## config.mk

```make
export PLATFORM = sky130hd
export DESIGN_NAME = rst_seq_xilusp
export DESIGN_NICKNAME = d
export VERILOG_FILES = /design/src/rtl/rst_seq_pkg.sv /design/src/rtl/rst_sync_cell.sv /design/src/rtl/rst_seq_xilusp.sv
export SDC_FILE = /design/constraint.sdc
export NUM_CORES = 1
export LEC_CHECK = 0
export BUFFER_PORTS_ARGS = -buffer_cell sky130_fd_sc_hd__buf_2
export CORE_MARGIN = 5
export CORE_UTILIZATION = 42
export DETAILED_ROUTE_END_ITERATION = 12
export RECOVER_POWER = 100
export SKIP_LAST_GASP = 1
export SLEW_MARGIN = 20
export SYNTH_ARGS = -nofsm -noshare
export SYNTH_HDL_FRONTEND = slang
export SYNTH_SLANG_ARGS = --single-unit
```

## constraint.sdc

```tcl
create_clock -name clk_sys -period 2.1 [get_ports clk_sys]
set_clock_uncertainty 0.05 [all_clocks]
set_input_delay 0.42 -clock clk_sys [delete_from_list [all_inputs] [get_ports clk_sys]]
set_output_delay 0.42 -clock clk_sys [all_outputs]
set_load 0.01 [all_outputs]
```

## src/rtl/rst_seq_pkg.sv

```systemverilog
// Shared types and default constants for the reset sequencer.
package rst_seq_pkg;

   typedef enum logic [2:0] {
      ST_RESET  = 3'd0,
      ST_HOLD   = 3'd1,
      ST_PERIPH = 3'd2,
      ST_RUN    = 3'd3,
      ST_SWRST  = 3'd4
   } rst_seq_state_e;

   localparam int unsigned DEF_SYNC_STAGES = 2;
   localparam int unsigned DEF_HOLD_CYCLES = 16;
   localparam int unsigned DEF_STAGE_GAP   = 4;

   function automatic int unsigned max_u(input int unsigned a, input int unsigned b);
      return (a > b) ? a : b;
   endfunction

endpackage

```

## src/rtl/rst_sync_cell.sv

```systemverilog
// Flop-chain synchroniser with asynchronous active-low clear.
// Clearing forces q low at once; a high d reaches q SYNC_STAGES edges later.
module rst_sync_cell
   import rst_seq_pkg::*;
#(
   parameter int unsigned SYNC_STAGES = DEF_SYNC_STAGES
) (
   input  logic clk,
   input  logic rst_n,
   input  logic d,
   output logic q
);

   (* ASYNC_REG = "TRUE" *) logic [SYNC_STAGES-1:0] sync_q;

   // Shift d through the chain; the async clear empties it immediately.
   always_ff @(posedge clk or negedge rst_n) begin
      if (!rst_n) begin
         sync_q <= '0;
      end else begin
         sync_q <= {sync_q[SYNC_STAGES-2:0], d};
      end
   end

   assign q = sync_q[SYNC_STAGES-1];

endmodule

```

## src/rtl/rst_seq_xilusp.sv

```systemverilog
// Reset sequencer: asserts resets asynchronously, releases them synchronously
// to clk_sys after a hold period, peripherals first and the core STAGE_GAP
// cycles later.
// Optional build macro RST_SEQ_SWRST_EN adds a level-sensitive software reset
// request (sw_rst_req_i) and a one-cycle acknowledge (sw_rst_ack_o).
module rst_seq_xilusp
   import rst_seq_pkg::*;
#(
   parameter int unsigned SYNC_STAGES = DEF_SYNC_STAGES,
   parameter int unsigned HOLD_CYCLES = DEF_HOLD_CYCLES,
   parameter int unsigned STAGE_GAP   = DEF_STAGE_GAP
) (
   input  logic clk_sys,
   input  logic rst_sys_n,
   input  logic pll_locked_i,
`ifdef RST_SEQ_SWRST_EN
   input  logic sw_rst_req_i,
   output logic sw_rst_ack_o,
`endif
   output logic rst_periph_n_o,
   output logic rst_core_n_o,
   output logic rst_done_o
);

   localparam int unsigned CNT_W = $clog2(max_u(HOLD_CYCLES, STAGE_GAP) + 1);
   localparam logic [CNT_W-1:0] HOLD_LAST = CNT_W'(HOLD_CYCLES - 1);
   localparam logic [CNT_W-1:0] GAP_LAST  = CNT_W'(STAGE_GAP - 1);

   logic rst_sync_n;
   logic lock_sync;
   logic ok;

   rst_seq_state_e   state_q, state_d;
   logic [CNT_W-1:0] cnt_q, cnt_d;
   logic [CNT_W-1:0] cnt_inc;
   logic             periph_q, periph_d;
   logic             core_q, core_d;
   logic             done_q, done_d;
`ifdef RST_SEQ_SWRST_EN
   logic             ack_q, ack_d;
`endif

   rst_sync_cell #(.SYNC_STAGES(SYNC_STAGES)) u_rst_sync (
      .clk   (clk_sys),
      .rst_n (rst_sys_n),
      .d     (1'b1),
      .q     (rst_sync_n)
   );

   // The lock chain is also cleared by rst_sys_n so a fresh sequence always
   // waits for a full re-synchronisation of pll_locked_i.
   rst_sync_cell #(.SYNC_STAGES(SYNC_STAGES)) u_lock_sync (
      .clk   (clk_sys),
      .rst_n (rst_sys_n),
      .d     (pll_locked_i),
      .q     (lock_sync)
   );

   assign ok      = rst_sync_n & lock_sync;
   assign cnt_inc = (cnt_q == '1) ? cnt_q : cnt_q + CNT_W'(1);

   // Next state, counter and next output values; outputs are decoded from
   // the next state so every output leaves a flop.
   always_comb begin
      state_d = state_q;
      cnt_d   = cnt_q;
      unique case (state_q)
         ST_RESET: begin
            cnt_d = '0;
            if (ok) begin
               state_d = ST_HOLD;
            end
         end
         ST_HOLD: begin
            if (!ok) begin
               state_d = ST_RESET;
               cnt_d   = '0;
            end else if (cnt_q == HOLD_LAST) begin
               state_d = ST_PERIPH;
               cnt_d   = '0;
            end else begin
               cnt_d = cnt_inc;
            end
         end
         ST_PERIPH: begin
            if (!ok) begin
               state_d = ST_RESET;
               cnt_d   = '0;
            end else if (cnt_q == GAP_LAST) begin
               state_d = ST_RUN;
               cnt_d   = '0;
            end else begin
               cnt_d = cnt_inc;
            end
         end
         ST_RUN: begin
            cnt_d = '0;
            if (!ok) begin
               state_d = ST_RESET;
`ifdef RST_SEQ_SWRST_EN
            end else if (sw_rst_req_i) begin
               state_d = ST_SWRST;
`endif
            end
         end
`ifdef RST_SEQ_SWRST_EN
         ST_SWRST: begin
            cnt_d   = '0;
            state_d = ok ? ST_HOLD : ST_RESET;
         end
`endif
         default: begin
            state_d = ST_RESET;
            cnt_d   = '0;
         end
      endcase

      periph_d = (state_d == ST_PERIPH) || (state_d == ST_RUN);
      core_d   = (state_d == ST_RUN);
      done_d   = (state_d == ST_RUN);
`ifdef RST_SEQ_SWRST_EN
      ack_d    = (state_d == ST_SWRST);
`endif
   end

   // State, counter and registered outputs; rst_sys_n clears all at once.
   always_ff @(posedge clk_sys or negedge rst_sys_n) begin
      if (!rst_sys_n) begin
         state_q  <= ST_RESET;
         cnt_q    <= '0;
         periph_q <= 1'b0;
         core_q   <= 1'b0;
         done_q   <= 1'b0;
`ifdef RST_SEQ_SWRST_EN
         ack_q    <= 1'b0;
`endif
      end else begin
         state_q  <= state_d;
         cnt_q    <= cnt_d;
         periph_q <= periph_d;
         core_q   <= core_d;
         done_q   <= done_d;
`ifdef RST_SEQ_SWRST_EN
         ack_q    <= ack_d;
`endif
      end
   end

   assign rst_periph_n_o = periph_q;
   assign rst_core_n_o   = core_q;
   assign rst_done_o     = done_q;
`ifdef RST_SEQ_SWRST_EN
   assign sw_rst_ack_o   = ack_q;
`endif

endmodule
```

==> flow_summary.ini <==
[global_routing]
grt_use_total_pct = 10.43
grt_pass1_vias = 381
grt_max_degree = 15
grt_pass1_wl_mm = 1.621
antenna_found_initial = 0
overflow = 0

[floorplan]
die_area_um2 = 2271
ios = 6
initial_core_util_pct = 45.20
die_y_um = 47.66
die_width_um = 47.66
coreArea_um2 = 1318
num_rows = 13

[timing]
fin_crit_ns = 1.797
finalWorstSetupSlack_ns = 0.3027
period_share_pct = 85.59
slew_viol_final = 0
finalSetupTns_ns = 0
tightest_slew_ns = 0.7348
slew_headroom_pct = 51.02
rsz0062_at_grt = no
setup_violations = 0
hold_violations = 0
fmaxAchievable_mhz = 556.4

[clocking]
clock_tree.buffer_depth = 2
clk_latency_ns = 0.27
root_buffer = clkbuf_4
cts_sinks = 14
cts_max_level = 1
cts_tree = built
cts.clk_slew.worst_paths_ns = 0.08
cts_buffers = 3
cts_resized = 0
cts_setup_buffers = 0

[route]
ant_nets = 0
via_per_inst = 5.432
vias = 402
routed_wl_mm = 1.012
firstDrtPassIters = 4
first_iter_violations = 15
dr.max_layer_used = met4
wl_met3_um = 33
avgRoutedWirePerCell_um = 13.68
drcViolationCount = 0
wl_met2_um = 472
wl_met1_um = 493

[logic_synthesis]
synthesis.nets = 54
yosysWarnings = 0
ys_seq_elements = 14
yosysSeqAreaShare_pct = 58.82
syn_area_per_cell_um2 = 11.91
syn-instance-count = 50
synth_top_cell_area_share_pct = 58.82
synth.area.top_cells = dfrtp_1 59%, nor3_1 4.2%, nor4b_1 2.9%, a2111oi_2 2.5%, a211oi_1 2.5%
yosysUniqueCellTypes = 23
yosysTopAreaCell = dfrtp_1
syn_area_um2 = 595.6

[setup_path]
cp_top_family = compound AO/OA/AOI/OAI gates
cp.arrival_ns = 1.89
worst_ep_required_time_ns = 2.19
crit_type = reg -> reg
critical_path.endpoint_type = flip-flop
cpPeakStageDelay_ns = 0.41
crit_chain = ha_1 -> and4b_1 -> o32a_2 -> a2111oi_0
cp_num_buf_inv = 0
path_max_fanout = 7
start_kind = flip-flop
cp_slowest_cell = dfrtp_1

[pwr]
p_int_uw = 384.8
p_per_area_nw_per_um2 = 728.1
swShare_pct = 20.00
p_switching_uw = 96.22
seq_power_share_pct = 58.0
p_leak_uw = 0.0002745
combPwrFrac_pct = 3.0
clkPwrFrac_pct = 38.9
irDropWorstVdd_mv = 0.4302

[finish]
fillers = 128
final_cell_mix = 14 x dfrtp_1, 5 x nor3_1, 4 x clkbuf_1, 3 x nor2_1, 3 x clkbuf_4
nets = 64
area_growth_pct = 10.92
antennaDiodeCount = 0
layout-drive-gt1-share_pct = 11.86
final_util_pct = 50.14
final_common_cell = dfrtp_1

[place]
io_buffer_count = 5
dp_slack_ns = 0.4186
dp_hpwl_um = 720
gp_congestion = 0.8090

[min_path]
hold_path.class = in -> reg

[job]
max_cap_viol_count = 0

[outcome]
status = completed
[power by group through the flow]
| stage | Combinational, µW | Sequential [µW] | Clock (µW) |
|---|---|---|---|
| 2_1_floorplan | 5.98 | 283 | 0 |
| 3_3_place_gp | 14.2 | 285 | 0 |
| 6_report | 14.6 | 279 | 187 |
| 3_5_place_dp | 14.4 | 285 | 0 |
| 5_1_grt | 17.0 | 280 | 206 |
| 4_1_cts | 15.8 | 279 | 195 |
[synth_stat cells (all sizes together)]
master and count:
buf 1, nand2 2, o32a 1, nand3 2, o32ai 1, xnor2 1
o21ba 1, inv 2, a211oi 2, and4b 1, conb 2, mux2i 1
dfrtp 14, or3b 1, ha 1, nor2 3, nand4 1, a21oi 2
a2111oi 1, nand2b 2, nor4 1, nor3 5, nor4b 2
[per-stage QoR]
| stage | area (µm²) | hold WS, ns | instances | total power (µW) |
|---|---|---|---|---|
| 3_3_place_gp | 631.9 | 0.2748 | 69 | 298.8 |
| 6_report | 660.6 | 0.2025 | 74 | 481.0 |
| 2_1_floorplan | 595.6 | 0.07441 | 50 | 289.3 |
| 4_1_cts | 678.2 | 0.1947 | 74 | 489.8 |
| 3_5_place_dp | 631.9 | 0.2780 | 69 | 299.0 |
| 5_1_grt | 660.6 | 0.1926 | 74 | 503.0 |
[worst paths after layout]
check | start | depth (start not counted) | slack [ns] | end
min reg2reg | u_rst_sync.sync_q[0] | 0 | 0.30 | u_rst_sync.sync_q[1]
min in group asynchronous | rst_sys_n | 2 | 0.68 | cnt_q[4]
max | cnt_q[0] | 4 | 0.30 | cnt_q[3]
max in group asynchronous | rst_sys_n | 2 | 0.86 | cnt_q[1]
min | pll_locked_i | 1 | 0.20 | u_lock_sync.sync_q[0]
max reg2reg | cnt_q[0] | 4 | 0.30 | cnt_q[3]
[cells by family after synthesis]
| kind of cell | synth area share [%] |
|---|---|
| other cells | 1.261 |
| xor+xnor | 1.471 |
| flops | 58.82 |
| simple gates | 20.38 |
| buf+inv | 2.522 |
| mux | 1.681 |
| compound gates | 11.76 |
| fa+ha+maj | 2.101 |
[final cells by class]
cell class                      instances  area, µm²  area share, %
Sequential cell                        14      350.3          53.03
Inverter                                2      7.507          1.136
Multi-Input combinational cell         33      217.7          32.95
Tap cell                               15      18.77          2.841
Timing Repair Buffer                    6      30.03          4.545
Clock buffer                            4      36.28          5.492
[registers in the layout, summed over array words and instances, names as in the netlist]
name	cells
cnt_q	5
u_rst_sync.sync_q	2
u_lock_sync.sync_q	2
state_q	3
rst_done_o	1
rst_periph_n_o	1
[routing by layer]
metal,track usage [%],vias to the layer above
li1,-,198
met1,14.25,194
met2,14.97,8
met3,3.383,2
met4,4.839,0
met5,0,-
[repair_timing]
item | CTS | global route
endpoints found under the setup margin | 0 | 0
endpoints found under the hold margin | 14 | 0
hold buffers | 1 | 0
(Power assumes the default switching activity.)
